<file path="config.mk">
export PLATFORM = sky130hd
export DESIGN_NAME = fetch_sequencer_flat
export DESIGN_NICKNAME = d
export VERILOG_FILES = /design/src/rtl/fetch_sequencer_if.sv /design/src/rtl/fetch_sequencer.sv /design/src/flat_wrapper.sv
export SDC_FILE = /design/constraint.sdc
export NUM_CORES = 1
export LEC_CHECK = 0
export CAP_MARGIN = 20
export CORE_MARGIN = 2
export CORE_UTILIZATION = 35
export DETAILED_ROUTE_END_ITERATION = 16
export PLACE_DENSITY = 0.75
export SLEW_MARGIN = 10
export SYNTH_ARGS = -nofsm -noshare
export SYNTH_HDL_FRONTEND = slang
export SYNTH_SLANG_ARGS = --single-unit
</file>
<file path="constraint.sdc">
create_clock -name clk -period 2.5 [get_ports clk]
set_clock_uncertainty 0.2 [all_clocks]
set_input_delay 0.375 -clock clk [delete_from_list [all_inputs] [get_ports clk]]
set_output_delay 0.375 -clock clk [all_outputs]
set_load 0.02 [all_outputs]
</file>
<file path="src/rtl/fetch_sequencer_if.sv">
// Fetch-side bus bundle: instruction memory port and decode handshake.
// master = fetch_sequencer, slave = memory/decode side.
interface fetch_sequencer_if #(
  parameter int DATA_WIDTH = 32
);
  logic                  imem_req;
  logic [DATA_WIDTH-1:0] imem_addr;
  logic                  imem_gnt;
  logic                  imem_rvalid;
  logic [DATA_WIDTH-1:0] imem_rdata;
  logic                  instr_valid;
  logic [DATA_WIDTH-1:0] instr;
  logic [DATA_WIDTH-1:0] instr_pc;
  logic                  decode_ready;

  modport master (
    output imem_req,
    output imem_addr,
    input  imem_gnt,
    input  imem_rvalid,
    input  imem_rdata,
    output instr_valid,
    output instr,
    output instr_pc,
    input  decode_ready
  );

  modport slave (
    input  imem_req,
    input  imem_addr,
    output imem_gnt,
    output imem_rvalid,
    output imem_rdata,
    input  instr_valid,
    input  instr,
    input  instr_pc,
    output decode_ready
  );
endinterface

</file>
<file path="src/rtl/fetch_sequencer.sv">
// PC owner and single-outstanding fetch sequencer with redirect kill.
// Optional FETCH_MISALIGN_CHECK_EN: sticky fault on misaligned redirect.
module fetch_sequencer #(
  parameter int                    DATA_WIDTH = 32,
  parameter logic [DATA_WIDTH-1:0] RESET_PC   = '0
) (
  input  logic                  clk,
  input  logic                  rst,
  input  logic                  redirect_valid,
  input  logic [DATA_WIDTH-1:0] redirect_target,
  fetch_sequencer_if.master     bus,
  output logic                  misalign_fault
);

  typedef enum logic [1:0] {
    IDLE,
    REQ,
    WAIT,
    DRAIN
  } state_t;

  state_t state_q;
  state_t state_d;

  logic [DATA_WIDTH-1:0] pc_q;
  logic [DATA_WIDTH-1:0] inflight_pc_q;
  logic [DATA_WIDTH-1:0] instr_q;
  logic [DATA_WIDTH-1:0] instr_pc_q;
  logic                  valid_q;
  logic                  fault_q;

  logic                  redir;
  logic                  req;
  logic                  fire;
  logic                  load;
  logic                  xfer;
  logic [DATA_WIDTH-1:0] target;

  localparam logic [DATA_WIDTH-1:0] LOW2 =
    {{(DATA_WIDTH-2){1'b0}}, 2'b11};

`ifdef FETCH_MISALIGN_CHECK_EN
  assign target = redirect_target;
`else
  assign target = redirect_target & ~LOW2;
`endif

  // Handshake qualifiers; imem_req follows decode_ready combinationally.
  always_comb begin
    redir = redirect_valid && (state_q != IDLE);
    req   = (state_q == REQ)
          && (!valid_q || bus.decode_ready)
          && !fault_q;
    fire  = req && bus.imem_gnt;
    load  = (state_q == WAIT) && bus.imem_rvalid && !redir;
    xfer  = valid_q && bus.decode_ready;
  end

  // Next-state: a killed grant must still drain its response.
  always_comb begin
    state_d = state_q;
    unique case (state_q)
      IDLE: state_d = REQ;
      REQ: begin
        if (fire) state_d = redir ? DRAIN : WAIT;
      end
      WAIT: begin
        if (bus.imem_rvalid) state_d = REQ;
        else if (redir)      state_d = DRAIN;
      end
      DRAIN: begin
        if (bus.imem_rvalid) state_d = REQ;
      end
      default: state_d = IDLE;
    endcase
  end

  // State register.
  always_ff @(posedge clk or negedge rst) begin
    if (!rst) state_q <= IDLE;
    else      state_q <= state_d;
  end

  // PC: redirect wins over increment; a killed grant never increments.
  always_ff @(posedge clk or negedge rst) begin
    if (!rst) begin
      pc_q          <= RESET_PC;
      inflight_pc_q <= '0;
    end else begin
      if (redir)
        pc_q <= target;
      else if (fire)
        pc_q <= pc_q + DATA_WIDTH'(4);
      if (fire && !redir)
        inflight_pc_q <= pc_q;
    end
  end

  // One-entry output buffer toward decode.
  always_ff @(posedge clk or negedge rst) begin
    if (!rst) begin
      valid_q    <= 1'b0;
      instr_q    <= '0;
      instr_pc_q <= '0;
    end else if (redir) begin
      valid_q <= 1'b0;
    end else if (load) begin
      valid_q    <= 1'b1;
      instr_q    <= bus.imem_rdata;
      instr_pc_q <= inflight_pc_q;
    end else if (xfer) begin
      valid_q <= 1'b0;
    end
  end

`ifdef FETCH_MISALIGN_CHECK_EN
  // Sticky fault; any redirect re-evaluates alignment of its target.
  always_ff @(posedge clk or negedge rst) begin
    if (!rst)       fault_q <= 1'b0;
    else if (redir) fault_q <= |redirect_target[1:0];
  end
`else
  assign fault_q = 1'b0;
`endif

  assign bus.imem_req    = req;
  assign bus.imem_addr   = pc_q;
  assign bus.instr_valid = valid_q;
  assign bus.instr       = instr_q;
  assign bus.instr_pc    = instr_pc_q;
  assign misalign_fault  = fault_q;

endmodule

</file>
<file path="src/flat_wrapper.sv">
// flat-port wrapper written by rule: the top's interface ports become plain ports
module fetch_sequencer_flat 
#(
  parameter int                    DATA_WIDTH = 32,
  parameter logic [DATA_WIDTH-1:0] RESET_PC   = '0
)
  (clk, rst, redirect_valid, redirect_target, misalign_fault, bus_imem_req, bus_imem_addr, bus_imem_gnt, bus_imem_rvalid, bus_imem_rdata, bus_instr_valid, bus_instr, bus_instr_pc, bus_decode_ready);
  fetch_sequencer_if #(.DATA_WIDTH(DATA_WIDTH)) bus_i ();
  input  logic clk;
  input  logic rst;
  input  logic redirect_valid;
  input  logic [DATA_WIDTH-1:0] redirect_target;
  output logic misalign_fault;
  output wire logic [$bits(bus_i.imem_req)-1:0] bus_imem_req;
  output wire logic [$bits(bus_i.imem_addr)-1:0] bus_imem_addr;
  input wire logic [$bits(bus_i.imem_gnt)-1:0] bus_imem_gnt;
  input wire logic [$bits(bus_i.imem_rvalid)-1:0] bus_imem_rvalid;
  input wire logic [$bits(bus_i.imem_rdata)-1:0] bus_imem_rdata;
  output wire logic [$bits(bus_i.instr_valid)-1:0] bus_instr_valid;
  output wire logic [$bits(bus_i.instr)-1:0] bus_instr;
  output wire logic [$bits(bus_i.instr_pc)-1:0] bus_instr_pc;
  input wire logic [$bits(bus_i.decode_ready)-1:0] bus_decode_ready;
  assign bus_imem_req = bus_i.imem_req;
  assign bus_imem_addr = bus_i.imem_addr;
  assign bus_i.imem_gnt = bus_imem_gnt;
  assign bus_i.imem_rvalid = bus_imem_rvalid;
  assign bus_i.imem_rdata = bus_imem_rdata;
  assign bus_instr_valid = bus_i.instr_valid;
  assign bus_instr = bus_i.instr;
  assign bus_instr_pc = bus_i.instr_pc;
  assign bus_i.decode_ready = bus_decode_ready;
  fetch_sequencer #(.DATA_WIDTH(DATA_WIDTH), .RESET_PC(RESET_PC)) u_core (.clk(clk), .rst(rst), .redirect_valid(redirect_valid), .redirect_target(redirect_target), .bus(bus_i), .misalign_fault(misalign_fault));
endmodule
</file>
==> flow_metrics.tcl <==
set metrics [dict create \
    setup-tns-final_ns 0 \
    cts.htree.levels 4 \
    max_freq_ghz 0.427 \
    n_fill_cell 1267 \
    synth_top_family_by_area "multiplexers" \
    critical_path_class "reg2reg" \
    core_um2 15100 \
    setup_ws_ns 0.156 \
    clk_latency_ns 0.41 \
    dieArea_um2 16400 \
    post-route-util_pct 52.9 \
    hp-class "in2async" \
    drv_cap 0 \
    muxShareOfSynthArea_pct 19.5 \
    required_ns 2.62 \
    yosysWarningCount 0 \
    syn_avg_cell_area_um2 12.7 \
    ir_drop_mv 0.565 \
    via_per_inst 4.89 \
    final_nets 684 \
    fin_crit_ns 2.34 \
    numCtsBuffers 17 \
    grt-busiest-layer "met2" \
    p_leak_nw 3.37 \
    drt-initial-drc-count 123 \
    antenna_found_initial 0 \
    grt_pass1_vias 4252 \
    hold_viol 0 \
    arrival_ns 2.47 \
    mappedNetlistArea_um2 5380 \
    synth_fa_ha_area_share_pct 1.16 \
    drc 0 \
    grtUsageMet1_pct 20.2 \
    grt_pass1_wl_um 21100 \
    ys_seq_area_share_pct 58.2 \
    wire_per_inst_um 16.0 \
    io_pins 169 \
    met3_usage_pct 6.34 \
    dp_hpwl_um 9330 \
    met2_usage_pct 27.2 \
    setup_viol 0 \
    area_growth_pct 48.5 \
    path_clk_slew_ns 0.06 \
    totalWireLength_um 13000 \
    min_period_over_period_pct 93.7 \
    ant_nets 0 \
    endpoint_kind "register" \
    grt_max_degree 53 \
    synth_seq_cells 125 \
    fin_cells 810 \
    post_cts_buffers 0 \
    final_common_cell "clkdlybuf4s50_1" \
    root_buffer "clkbuf_16" \
    dr_total_vias 3958 \
    layout_common_cells "159 x clkdlybuf4s50_1, 125 x dfrtp_1, 92 x mux2_2" \
    clockBufferDepth 2 \
    grt_setup_unrepaired "false" \
    hold_slack_ns 0.288 \
    cts_tree "done" \
    die_y_um 128 \
    slew_viol_final 0 \
    synth_compound_area_share_pct 3.75 \
    yosys.area_share.xor_xnor_pct 4.56 \
    cp_max_fo 6 \
    place_ws_ns 0.0265 \
    dp_cells 777 \
    p_per_area_nw_per_um2 1300 \
    worst_setup_path_start_kind "register" \
    gp_congestion 0.782 \
    overflow 0 \
    initial_utilization_pct 35.6 \
    die_x_um 128 \
    rows 45 \
    synth_cell_types 37 \
    first_pass_iters 5 \
    io_buffers 161 \
    worstRegToRegCells 7 \
    outcome "finished clean" \
    drive_gt1_share_pct 25.9 \
    synthSimpleGateAreaFrac_pct 10.4 \
    synth_cells 422 \
    grt_use_total_pct 16.8 \
    num_antenna_cells 0 \
    cts_sinks 125 \
]
[where the power goes]
part | switching, mW | leakage (nW) | internal, mW | total, mW
Sequential | 0.652 | 1.54 | 2.96 | 3.62
Combinational | 2.05 | 1.55 | 2.32 | 4.36
Clock | 0.900 | 0.274 | 1.49 | 2.39
Total | 3.60 | 3.37 | 6.77 | 10.4
[cells in the mapped netlist (all sizes together)]
master | instances | area (um2)
nand3 | 12 | 82.6
nand2b | 2 | 12.5
nor4 | 8 | 65.1
a21oi | 4 | 20.0
o2bb2ai | 1 | 8.76
nor2b | 2 | 12.5
clkbuf | 16 | 60.1
xor2 | 8 | 70.1
nor3 | 9 | 45.0
dfrtp | 125 | 3130
mux2i | 1 | 10.0
nand2 | 41 | 154
buf | 8 | 48.8
nor2 | 5 | 18.8
xnor2 | 20 | 175
a2111oi | 1 | 8.76
or4 | 1 | 11.3
and2 | 5 | 31.3
and3 | 5 | 32.5
o211ai | 1 | 7.51
a31oi | 1 | 6.26
nor4bb | 1 | 10.0
or4b | 1 | 10.0
o21ai | 30 | 150
nand4 | 8 | 56.3
ha | 5 | 62.6
inv | 6 | 22.5
and4 | 2 | 17.5
mux2 | 92 | 1040
conb | 1 | 3.75
[sequential cells by signal, summed over array words and instances (netlist names)]
signal	cells
u_core.bus.instr	32
u_core.bus.instr_valid	1
u_core.inflight_pc_q	30
u_core.bus.imem_addr	30
u_core.state_q	2
u_core.bus.instr_pc	30
[logic make-up after synthesis]
| group | Yosys count |
|---|---|
| AOI/OAI and AO/OA | 38 |
| xor gates and xnor gates | 28 |
| adders and majority gates | 5 |
| buffers and inverters | 30 |
| DFF | 125 |
| muxes | 93 |
| other | 1 |
| and+or+nand+nor | 102 |
[through the flow]
stage                     area (um2)  power, mW
after detailed placement        7390       8.05
after CTS                       7980       10.5
final                           7980       10.4
after floorplan                 5390       5.84
after global placement          7390       7.91
after global routing            7980       11.0
[metal layers]
| layer | vias to the layer above | wire length (um) | part of all wire (%) |
|---|---|---|---|
| met5 | - | 0 | 0 |
| met4 | 0 | 296 | 2.3 |
| met3 | 23 | 1010 | 7.8 |
| met2 | 141 | 6170 | 48 |
| met1 | 1949 | 5490 | 42 |
| li1 | 1845 | - | - |
[final timing paths]
path                                   startpoint                        to  slack (ns)
setup reg to reg                u_core.state_q[1]  u_core.bus.imem_addr[31]        0.16
setup / recovery                u_core.state_q[1]  u_core.bus.imem_addr[31]        0.16
hold reg to reg            u_core.bus.instr_pc[6]    u_core.bus.instr_pc[6]        0.30
max in group asynchronous                     rst      u_core.bus.instr[27]        1.06
min in group clk           u_core.bus.instr_pc[6]    u_core.bus.instr_pc[6]        0.30
hold / removal                                rst  u_core.bus.imem_addr[21]        0.29
[worst max-delay path, stage by stage, from the launching register on]
cell	delay, ns
dfrtp_1	0.41
inv_1	0.09
ha_1	0.23
and2_1	0.32
nand3_4	0.15
nor4_4	0.29
or4b_1	0.46
o211ai_1	0.10
[layout make-up]
cell class / instances / area [um2] / area share (%)
repair buffers: 188 / 1850 / 23.2
multi-input cells: 271 / 2160 / 27.1
clock buffers: 18 / 439 / 5.50
flip-flops and latches: 125 / 3130 / 39.2
well taps: 188 / 235 / 2.95
clock inverters: 14 / 144 / 1.80
inverters: 6 / 22.5 / 0.282
[repair_timing]
action | in CTS | in global routing
hold buffers | 1 | 0
resized for setup | 1 | 0
setup endpoints to repair | 1 | 0
endpoints found under the hold margin | 50 | 0
Power figures use the tool's default switching activity.
